File: src/rtl/fram_otp_ctrl.sv
// fram_otp_ctrl
// Gives a single-port FRAM macro one-time-programmable behaviour and shares
// it between the CPU bus and the boot-time signature checker (read only).
// Every CPU write becomes read-merge-write, so a stored bit can only go
// from 0 to 1. A lock word, reloaded from FRAM after every reset, freezes
// the whole array against further CPU writes.
//
// Ports
//   clk, reset              system clock, synchronous active-high reset
//   cpu_valid/addr/wdata/wstrb   CPU request, held until cpu_ready; wstrb=0 is a read
//   cpu_ready/rdata/err     one-cycle completion; rdata is read data or merged word
//   boot_valid/addr         checker read request, held until boot_ready
//   boot_ready/rdata        one-cycle completion with read data
//   fram_en/we/addr/wdata   macro access (word address), fram_rdata one cycle after a read
//   locked                  array locked
module fram_otp_ctrl #(
   parameter int                        FRAM_ADDR_BITS = 12,
   parameter logic [FRAM_ADDR_BITS-1:0] LOCK_ADDR      = 12'hFFC
) (
   input  logic                      clk,
   input  logic                      reset,
   input  logic                      cpu_valid,
   input  logic [FRAM_ADDR_BITS-1:0] cpu_addr,
   input  logic [31:0]               cpu_wdata,
   input  logic [3:0]                cpu_wstrb,
   output logic                      cpu_ready,
   output logic [31:0]               cpu_rdata,
   output logic                      cpu_err,
   input  logic                      boot_valid,
   input  logic [FRAM_ADDR_BITS-1:0] boot_addr,
   output logic                      boot_ready,
   output logic [31:0]               boot_rdata,
   output logic                      fram_en,
   output logic [3:0]                fram_we,
   output logic [FRAM_ADDR_BITS-3:0] fram_addr,
   output logic [31:0]               fram_wdata,
   input  logic [31:0]               fram_rdata,
   output logic                      locked
);

   localparam int WA = FRAM_ADDR_BITS - 2;
   localparam logic [WA-1:0] LOCK_WORD = LOCK_ADDR[FRAM_ADDR_BITS-1:2];

   typedef enum logic [2:0] {
      INIT_RD,
      INIT_LD,
      IDLE,
      RD,
      MERGE,
      RESP
   } state_t;

   state_t          state_reg, state_next;
   logic            locked_reg;
   logic            last_boot_reg;   // 1 = boot was served last
   logic            gnt_boot_reg;    // current transaction belongs to boot
   logic [WA-1:0]   addr_reg;
   logic [31:0]     wdata_reg;
   logic [3:0]      wstrb_reg;       // forced to 0 for boot, so boot is always a read
   logic            err_reg;
   logic [31:0]     merged_reg;

   logic            grant;
   logic            grant_boot;
   logic            cpu_is_write;
   logic [31:0]     byte_mask;
   logic [31:0]     merged_w;
   logic            clear_w;

   // Byte-address bits below the word are ignored.
   logic            unused_addr_bits;
   assign unused_addr_bits = ^{cpu_addr[1:0], boot_addr[1:0]};

   assign cpu_is_write = (cpu_wstrb != 4'h0);

   for (genvar gi = 0; gi < 4; gi++) begin : g_mask
      assign byte_mask[gi*8 +: 8] = {8{wstrb_reg[gi]}};
   end

   // Old word arrives on fram_rdata during MERGE; bits may only be set.
   assign merged_w = fram_rdata | (wdata_reg & byte_mask);
   assign clear_w  = |(fram_rdata & ~wdata_reg & byte_mask);

   // Next state and arbitration
   always_comb begin
      state_next = state_reg;
      grant      = 1'b0;
      grant_boot = 1'b0;
      case (state_reg)
         INIT_RD: state_next = INIT_LD;
         INIT_LD: state_next = IDLE;
         IDLE: begin
            // On a tie the requester not served last wins.
            if (boot_valid && (!cpu_valid || !last_boot_reg)) begin
               grant      = 1'b1;
               grant_boot = 1'b1;
               state_next = RD;
            end else if (cpu_valid) begin
               grant      = 1'b1;
               state_next = (locked_reg && cpu_is_write) ? RESP : RD;
            end
         end
         RD:      state_next = (wstrb_reg == 4'h0) ? RESP : MERGE;
         MERGE:   state_next = RESP;
         RESP:    state_next = IDLE;
         default: state_next = INIT_RD;
      endcase
   end

   always_ff @(posedge clk) begin
      if (reset) begin
         state_reg     <= INIT_RD;
         locked_reg    <= 1'b0;
         last_boot_reg <= 1'b0;
         gnt_boot_reg  <= 1'b0;
         addr_reg      <= '0;
         wdata_reg     <= '0;
         wstrb_reg     <= '0;
         err_reg       <= 1'b0;
         merged_reg    <= '0;
      end else begin
         state_reg <= state_next;
         if (state_reg == INIT_LD) begin
            locked_reg <= fram_rdata[0];
         end
         if (grant) begin
            gnt_boot_reg  <= grant_boot;
            last_boot_reg <= grant_boot;
            addr_reg      <= grant_boot ? boot_addr[FRAM_ADDR_BITS-1:2] : cpu_addr[FRAM_ADDR_BITS-1:2];
            wdata_reg     <= grant_boot ? 32'h0 : cpu_wdata;
            wstrb_reg     <= grant_boot ? 4'h0 : cpu_wstrb;
            // A CPU write while locked completes immediately as an error.
            err_reg       <= !grant_boot && locked_reg && cpu_is_write;
            merged_reg    <= '0;
         end
         if (state_reg == MERGE) begin
            merged_reg <= merged_w;
            err_reg    <= clear_w;
            // Registered here so that locked is already high during RESP.
            if ((addr_reg == LOCK_WORD) && merged_w[0]) begin
               locked_reg <= 1'b1;
            end
         end
      end
   end

   // Outputs are forced quiet while reset is asserted so an in-flight
   // write or completion pulse is dropped in that same cycle.
   always_comb begin
      fram_en    = 1'b0;
      fram_we    = 4'h0;
      fram_addr  = '0;
      fram_wdata = 32'h0;
      cpu_ready  = 1'b0;
      cpu_rdata  = 32'h0;
      cpu_err    = 1'b0;
      boot_ready = 1'b0;
      boot_rdata = 32'h0;
      if (!reset) begin
         case (state_reg)
            INIT_RD: begin
               fram_en   = 1'b1;
               fram_addr = LOCK_WORD;
            end
            RD: begin
               fram_en   = 1'b1;
               fram_addr = addr_reg;
            end
            MERGE: begin
               fram_addr = addr_reg;
               // Skip the write cycle when nothing would change.
               if (merged_w != fram_rdata) begin
                  fram_en    = 1'b1;
                  fram_we    = 4'hF;
                  fram_wdata = merged_w;
               end
            end
            RESP: begin
               if (gnt_boot_reg) begin
                  boot_ready = 1'b1;
                  boot_rdata = fram_rdata;
               end else begin
                  cpu_ready = 1'b1;
                  cpu_err   = err_reg;
                  cpu_rdata = (wstrb_reg == 4'h0) ? fram_rdata : merged_reg;
               end
            end
            default: begin
            end
         endcase
      end
   end

   assign locked = locked_reg;

endmodule

File: config.mk
export PLATFORM = sky130hd
export DESIGN_NAME = fram_otp_ctrl
export DESIGN_NICKNAME = d
export VERILOG_FILES = /design/src/rtl/fram_otp_ctrl.sv
export SDC_FILE = /design/constraint.sdc
export NUM_CORES = 1
export LEC_CHECK = 0
export ABC_AREA = 0
export BUFFER_PORTS_ARGS = -buffer_cell sky130_fd_sc_hd__buf_2
export CAP_MARGIN = 10
export CORE_ASPECT_RATIO = 0.9
export CORE_UTILIZATION = 49
export CTS_BUF_LIST = sky130_fd_sc_hd__clkbuf_8 sky130_fd_sc_hd__clkbuf_16
export DETAILED_ROUTE_END_ITERATION = 10
export GPL_TIMING_DRIVEN = 0
export PLACE_DENSITY = 0.82
export REMOVE_ABC_BUFFERS = 1
export SLEW_MARGIN = 20
export SYNTH_ARGS = -nofsm -noshare
export SYNTH_HDL_FRONTEND = slang
export SYNTH_SLANG_ARGS = --single-unit
File: constraint.sdc
create_clock -name clk -period 2.15 [get_ports clk]
set_input_delay 0.215 -clock clk [delete_from_list [all_inputs] [get_ports clk]]
set_output_delay 0.215 -clock clk [all_outputs]
set_load 0.02 [all_outputs]
# ---- After elaboration in Yosys (flattened, before gate mapping)
# Index checks and enable logic that the tools add are counted.
dict set report totals {
  latchBits 0
  wordCells 85
  rom_bits 0
  out_inout_bits 115
  reg_bits 84
  memories 0
  ramBits 0
  in_bits 96
}
dict set report classes {
  addsub 0
  n_reduce_logical 17
  multipliers 0
  shift 0
  n_eq_ne 8
  order_cmp 0
  n_div 0
  n_mux 47
  bitwise_logic 5
}
# operator count
set ops {}
lappend ops {{2-to-1 mux 32 bit} 13}
lappend ops {{bitwise AND 32 bit} 3}
lappend ops {{inequality test 32 bit} 1}
lappend ops {{inverter 32 bit} 1}
lappend ops {{bitwise OR 32 bit} 1}
lappend ops {{OR reduction 32 bit} 1}
lappend ops {{2-to-1 mux 1 bit} 22}
lappend ops {{2-to-1 mux 10 bit} 2}
lappend ops {{case mux 10 bit (2 select lines)} 1}
lappend ops {{2-to-1 mux 4 bit} 4}
lappend ops {{case mux 3 bit (5 select lines)} 1}
lappend ops {{== test 10 bit, second input constant} 1}
lappend ops {{2-to-1 mux 3 bit} 3}
lappend ops {{== test 3 x 2 -> 1 bit, second input constant} 2}
lappend ops {{== test 3 bit, second input constant} 2}
lappend ops {{OR reduction 2 bit} 3}
lappend ops {{logical AND 1 bit} 5}
lappend ops {{zero test 4 bit} 1}
lappend ops {{nonzero test 4 bit} 1}
lappend ops {{== test 3 x 1 -> 1 bit, second input constant} 1}
lappend ops {{zero test 1 bit} 3}
lappend ops {{zero test 3 bit} 1}
lappend ops {{inequality test 3 bit, second input constant} 1}
lappend ops {{case mux 1 bit (2 select lines)} 1}
lappend ops {{other kinds (2)} 2}

# ---- Logic depth before layout (Yosys ltp)
# Gate-level depths: netlist of the first run.
dict set report logic_depth {
  depth_word 10
  mapped_depth 7
}

# ---- Worst setup path after synthesis of the first run
# Ideal clock, no wire load.
dict set report synth_path {
  kind {register to output}
  from {reg wdata_reg[7]}
  to {out fram_we[1]}
  path_slack_ps 46
  arrival_ps 1889
  path_buffers 2
  stages_incl_launch_ff 8
  path_cell_list {dfxtp_1 -> nor2b_1 -> o21ai_0 -> or4b_4 -> o31ai_4 -> buf_6 -> inv_1 -> buf_4}
}
dict set report synth_via {
  elab_chain_len 6
}
# element line_no
set synth_lines {}
lappend synth_lines {{from (decl)} 58} ;# logic [31:0] wdata_reg;
lappend synth_lines {{from (signal assigned)} 130} ;# wdata_reg <= grant_boot ? 32'h0 : cpu_wdata;
lappend synth_lines {{bitwise AND 32 bit} 81} ;# assign merged_w = fram_rdata | (wdata_reg & byte_mask);
lappend synth_lines {{bitwise OR 32 bit} 81}
lappend synth_lines {{inequality test 32 bit} 172} ;# if (merged_w != fram_rdata) begin
lappend synth_lines {{2-to-1 mux 4 bit} 172}
lappend synth_lines {{2-to-1 mux 4 bit} 160} ;# case (state_reg)
lappend synth_lines {{2-to-1 mux 4 bit} 159} ;# if (!reset) begin
lappend synth_lines {{to (decl)} 34} ;# output logic [3:0] fram_we,
# No other way between the ends.

# ---- Worst setup path after layout of the first run
dict set report layout_path {
  from {reg wstrb_reg[3]}
  to {out fram_wdata[15]}
}
dict set report layout_via {
  elab_chain_len 6
}
# element line_no
set layout_lines {}
lappend layout_lines {{from (decl)} 59} ;# logic [3:0] wstrb_reg;
lappend layout_lines {{from (signal assigned)} 131} ;# wstrb_reg <= grant_boot ? 4'h0 : cpu_wstrb;
lappend layout_lines {{bitwise AND 32 bit} 81}
lappend layout_lines {{bitwise OR 32 bit} 81}
lappend layout_lines {{inequality test 32 bit} 172}
lappend layout_lines {{2-to-1 mux 32 bit} 172}
lappend layout_lines {{2-to-1 mux 32 bit} 160}
lappend layout_lines {{2-to-1 mux 32 bit} 159}
lappend layout_lines {{to (decl)} 36} ;# output logic [31:0] fram_wdata,
# No other way between the ends.

==> results of run 1 <==
[placed cells by master, fill, tap and decap left out, types with 10 or more instances in the layout]
cell type and instances:
a21oi_1 105, a21oi_2 28, a31oi_1 32, and2_1 20, and2_4 14, buf_2 107
buf_4 60, buf_6 70, clkbuf_8 10, dfxtp_1 66, dfxtp_2 10, inv_1 35
nand2_1 120, nand3_1 37, nor2_1 92, nor2_2 13, nor2_4 23, nor2b_1 16
o221ai_1 10, o22ai_1 20
[kinds of logic (layout without fill, tap and decap cells)]
kind of cell           count (synthesis)  count (layout)  share of synthesized area
buffers and inverters                102             305                     0.0851
AO/OA/AOI/OAI                        217             217                      0.252
flip-flops                            84              84                      0.338
multiplexers                           1               1                    0.00201
AND/OR/NAND/NOR                      360             369                      0.322
[per-stage QoR]
stage	utilization	cell area, sq um	cells
global route	0.799	7780	1102
global placement	0.603	5870	1031
floorplan	-	4690	699
CTS	0.710	6920	1080
detailed placement	0.621	6050	1043
finish	0.799	7780	1102
[timing repair]
action	4_1_cts	5_1_grt
gates resized for setup	152	207
pin swaps	45	22
endpoints found under the setup margin	174	121
setup buffers	16	17
gates cloned	8	6
[area by class of cell]
class                           instances  area, sq um  share of cell area
Clock buffer                           10          138              0.0177
Clock inverter                          6         65.1             0.00836
Inverter                               37          145              0.0186
Multi-Input combinational cell        587         3490               0.448
Sequential cell                        84         1720               0.221
Tap cell                              126          158              0.0203
Timing Repair Buffer                  252         2070               0.266
[synth_stat cells]
| master | instances |
|---|---|
| a211oi_1 | 1 |
| a21bo_2 | 1 |
| a21oi_1 | 133 |
| a221oi_1 | 1 |
| a22oi_1 | 1 |
| a31oi_1 | 32 |
| and2_1 | 34 |
| and2b_1 | 1 |
| and3_1 | 1 |
| buf_1 | 4 |
| buf_2 | 5 |
| buf_4 | 3 |
| buf_6 | 3 |
| clkbuf_1 | 50 |
| dfxtp_1 | 84 |
| inv_1 | 37 |
| mux2i_1 | 1 |
| nand2_1 | 122 |
| nand2b_1 | 1 |
| nand3_1 | 37 |
| nand4_1 | 3 |
| nor2_1 | 125 |
| nor2_2 | 1 |
| nor2b_1 | 23 |
| nor3_1 | 2 |
| nor4_1 | 3 |
| o2111ai_1 | 1 |
| o211ai_1 | 1 |
| o21a_1 | 1 |
| o21ai_0 | 7 |
| o221ai_1 | 10 |
| o22ai_1 | 20 |
| o31ai_4 | 1 |
| o41ai_1 | 7 |
| or2_1 | 1 |
| or3b_1 | 1 |
| or4_1 | 4 |
| or4b_4 | 1 |
[routing by layer]
metal  vias up  global-route usage
met3       101              0.0577
met2       471               0.543
met5         -                   0
met1      3040               0.447
li1       3036                   -
met4         0               0.161
[where the power goes]
part	switching [uW]	internal, uW	total, uW	leakage (uW)
combinational	591	333	924	0.00253
clock	593	567	1160	0.0000959
sequential	63.9	1600	1670	0.000690
total	1250	2500	3750	0.00331
[worst max-delay path by stage]
| stage | start | to | slack (ns) | cells after the start |
|---|---|---|---|---|
| floorplan | state_reg[0] | fram_we[0] | -1.61 | 5 |
| global placement | wstrb_reg[1] | cpu_rdata[17] | -3.45 | 4 |
| detailed placement | state_reg[0] | fram_wdata[13] | -0.75 | 7 |
| CTS | wdata_reg[3] | fram_wdata[1] | -0.35 | 8 |
| global route | wdata_reg[4] | fram_wdata[15] | -0.45 | 8 |
| finish | wstrb_reg[3] | fram_wdata[15] | -0.43 | 8 |
[critical path, cell delays in order, from the launching register on]
cell and delay [ns]:
dfxtp_4 0.43, nand2_1 0.10, o22ai_1 0.10, or4b_4 0.57
o31ai_4 0.26, buf_6 0.20, buf_12 0.16, nor2_2 0.06
buf_6 0.14
==> metrics.txt, run 1 <==
CTS tree yes; global-route wire length before repair 28400 um; Max Cap Viol 0; worst ir drop on vdd 0.000356 V; Crit. End Element output pin; post-route ant nets 0; clock sinks 84; vias in the first global route 5648; Syn Area/Cell 6.50 sq um; Setup CP Type flip-flop to output pin; H-tree depth 3; chip width 108 um; Syn-to-layout area delta 56.6%; drt initial violations 692; drt first pass iters 5; Synth Instances 764; Nets 1067; DR WL/cell 19.2 um; clk buf depth 2; Max Fclk 387 MHz; RSZ-0062 raised after global routing yes; hold buffers post-CTS 0; clk_lat worst skew 0.35 ns; Yosys top cell area share 0.338; top layer in use met4; crit path DAT 2.37 ns; Routability Congestion 0.831; DR vias 6648; met2 wire len 9890 um; startpoint types flip-flop; WHS Path Cells 3; Post-DP HPWL 10800 um; Leak 0.00331 uW; synth warn 0; status finished with violations; #FFs+latches synth 84; number of I/O pins 211; failing checks negative setup slack; core box area 9740 sq um; cell area power density 482 nW/um^2; met3 WL 2160 um; Total GRT Usage 0.342; final setup vio count 88; M1 WL 8020 um; worst slew pin tran 0.681 ns; largest net degree at the start of global routing 69; min-delay worst type primary input to flip-flop; Hold EP wdata_reg[19]; Fin Setup TNS -15.72 ns; remaining routing DRC violations 0; Reg2Reg Depth 8; crit path max fanout 18; Chip Height 97.5 um; share of cells above drive strength 1 0.406; reg2reg setup slack 0.07 ns; Avg Vias per Cell 6.03; fin crit period 2.58 ns; die area 10500 sq um; Reg-to-Reg Start state_reg[2]; wirelength, routed 21200 um; cell type with the largest total area after synthesis dfxtp_1; Reg-to-Reg End wdata_reg[29]; CTS buffer count 9; hold path start cpu_wdata[19]; Initial Utilization 0.510; pre-CTS setup slack -0.749 ns; final hold viol count 0; Unique masters post-synth 38; CP required 1.93 ns; row cnt 34; I/O Buffers 206; initial antenna violation count 0; Final WS setup -0.431 ns; dominant cells by area after synthesis dfxtp_1 (34%), a21oi_1 (13%), nor2_1 (9.4%); final period utilization 1.20; Worst slew margin 0.546; ANT cells 0; fill count 660; Clock Skew 0.0129 ns; GRT overflow 0; clock-pin slew on the worst setup and hold paths 0.10 ns; register area share after synthesis 0.338; Total Power 3750 uW; Syn Std Cell Area 4970 sq um; pins over their slew limit 0; root buf cell clkbuf_8; WHS 0.111 ns
Note: power is estimated with default switching activity, not from simulation.
==> run 2: changes to the inputs <==
--- a/config.mk
+++ b/config.mk
@@ -9,11 +9,11 @@
 export BUFFER_PORTS_ARGS = -buffer_cell sky130_fd_sc_hd__buf_2
 export CAP_MARGIN = 10
 export CORE_ASPECT_RATIO = 0.9
-export CORE_UTILIZATION = 49
+export CORE_UTILIZATION = 52
 export CTS_BUF_LIST = sky130_fd_sc_hd__clkbuf_8 sky130_fd_sc_hd__clkbuf_16
 export DETAILED_ROUTE_END_ITERATION = 10
 export GPL_TIMING_DRIVEN = 0
-export PLACE_DENSITY = 0.82
+export PLACE_DENSITY = 0.86
 export REMOVE_ABC_BUFFERS = 1
 export SLEW_MARGIN = 20
 export SYNTH_ARGS = -nofsm -noshare
==> constraint.sdc (replaced) <==
create_clock -name clk -period 3.1 [get_ports clk]
set_input_delay 0.31 -clock clk [delete_from_list [all_inputs] [get_ports clk]]
set_output_delay 0.31 -clock clk [all_outputs]
set_load 0.02 [all_outputs]
==> run 2 against run 1 <==
Against the previous run: non-clock buffer count is 30 lower; clock power decreased by 24%; the flow now finishes without violations; global-route usage shrank 2.9 points; register-to-register slack better by 0.80 ns; clock-buffer cell count unchanged; core utilization decreased by 11 points; final area shrank 18%; setup slack better by 0.59 ns.
==> metrics.txt, run 2 (synthesis gave the netlist of run 1 again) <==
status completed; Nets 1029 (-3.6%); WHS 0.207 ns (+0.0962 ns); Util after Layout 0.690 (-0.109); sequential group share of total power 0.456 (+0.011); CP Cell Sequence nor2b_1, o41ai_1, nand4_1, o31ai_4, buf_12, buf_16, nor2_1, buf_2; chip width 105 um (-2.9%); clock power share 0.348 (+0.039); clk_lat worst skew 0.35 ns (about the same); startpoint types flip-flop; CTS tree yes; Post-Place Cells 1039 (-0.38%); final period utilization 0.950; global-route wire length before repair 25300 um (-11%); final setup vio count 0 (-100%); remaining routing DRC violations 0 (unchanged); Worst slew margin 0.304 (-0.243); clk buf depth 2 (unchanged); number of I/O pins 211 (unchanged); Comb pwr share 0.195 (-0.051); row cnt 33 (-2.9%); die area 9950 sq um (-5.7%); Max Fclk 340 MHz; clock sinks 84 (unchanged); largest net degree at the start of global routing 69 (unchanged); crit path DAT 2.64 ns (+0.27 ns); crit-path leading delay family compound AO/OA/AOI/OAI gates; pins over their slew limit 0 (unchanged); core box area 9210 sq um (-5.5%); vias in the first global route 5161 (-8.6%); H-tree depth 3 (unchanged); Switching Fraction 0.307 (-0.0255); commonest non-fill, non-tap cell in the layout buf_2; Routability Congestion 0.849 (+2.1%); share of cells above drive strength 1 0.268 (-0.138); worst slew pin tran 1.04 ns (+0.364 ns); non-filler cells, final 1060 (-3.8%); P_sw 780 uW (-37%); DR vias 6013 (-9.6%); Avg Vias per Cell 5.67 (-6.0%); worst ir drop on vdd 0.000239 V (-33%); CP required 2.79 ns (+0.86 ns); min-delay worst type primary input to flip-flop; Chip Height 94.7 um (-2.9%); wirelength, routed 15900 um (-25%); drt first pass iters 5 (unchanged); CTS buffer count 9 (unchanged); Total Power 2540 uW (-32%); CP peak stage delay 0.62 ns (+0.05 ns); Max Cap Viol 0 (unchanged); fin crit period 2.95 ns; Syn-to-layout area delta 27.8%; root buf cell clkbuf_8; Clock Skew 0.00992 ns (-0.00297 ns); WP buf/inv 3 (unchanged); I/O Buffers 206 (unchanged); Initial Utilization 0.540 (+0.0296); commonest cells after routing, fill and taps aside buf_2 (211), a21oi_1 (133), nor2_1 (124); GRT overflow 0 (unchanged); Post-DP HPWL 10600 um (-0.99%); Crit. End Element output pin; DR WL/cell 15.0 um (-22%); Int Pwr 1760 uW (-30%); final hold viol count 0 (unchanged); crit path max fanout 17 (-1); post-route ant nets 0 (unchanged); ANT cells 0 (unchanged); drt initial violations 540 (-22%); initial antenna violation count 0 (unchanged); Critical-path top delay cell o41ai_1; clock-pin slew on the worst setup and hold paths 0.09 ns (about the same); Leak 0.00298 uW (-9.9%); Total GRT Usage 0.314 (-0.0285); RSZ-0062 raised after global routing no; cell area power density 400 nW/um^2 (-17%); Setup CP Type flip-flop to output pin
-- run 2: worst min-delay path, cell delays in order --
cell,delay (ns)
buf_2,0.09
nand3_1,0.06
a21oi_1,0.06
-- run 2: final timing paths --
check,startpoint,endpoint,slack (ns),cells past startpoint
worst max-delay path,wdata_reg[12],fram_wdata[23],0.15,8
worst min-delay path,cpu_wdata[22],wdata_reg[22],0.21,3
worst max register to register,gnt_boot_reg,addr_reg[5],0.87,4
worst min register to register,addr_reg[9],addr_reg[9],0.48,2
-- run 2: per-stage QoR --
| step | TNS, ns | setup WS (ns) | cell area [sq um] |
|---|---|---|---|
| 2_1_floorplan | -50.99 | -0.757 | 4690 |
| 3_3_place_gp | -255.48 | -2.50 | 5870 |
| 3_5_place_dp | -0.211 | -0.0757 | 6040 |
| 4_1_cts | 0 | 0.0267 | 6330 |
| 5_1_grt | 0 | 0.0753 | 6350 |
| 6_report | 0 | 0.155 | 6350 |
-- run 2: layout make-up --
| cell class | count | area (sq um) |
|---|---|---|
| clock buffer | 10 | 138 |
| sequential | 84 | 1680 |
| inverter | 37 | 139 |
| multi-input combinational | 579 | 2930 |
| fill | 836 | 2860 |
| clock inverter | 6 | 88.8 |
| timing repair buffer | 222 | 1220 |
| tap | 122 | 153 |
-- run 2: power by group through the flow --
stage / sequential (uW) / combinational, uW / clock [uW]
2_1_floorplan: 1170 / 269 / 0
3_3_place_gp: 1180 / 456 / 0
3_5_place_dp: 1180 / 482 / 0
4_1_cts: 1150 / 487 / 898
5_1_grt: 1160 / 552 / 941
6_report: 1160 / 496 / 885
-- run 2: routing by layer --
metal	vias to the layer above	share of wire	wire, um	GRT usage
li1	2930	-	-	-
met1	2753	0.43	6860	0.410
met2	306	0.47	7470	0.534
met3	24	0.081	1290	0.0490
met4	0	0.015	241	0.0998
met5	-	0	0	0
-- run 2: timing repair --
| item | CTS | global route |
|---|---|---|
| pin swaps | 1 | 1 |
| endpoints found under the setup margin | 37 | 43 |
| hold buffers | 0 | 0 |
| resized for setup | 3 | 2 |
| setup buffers | 4 | 0 |
| gates cloned | 0 | 1 |
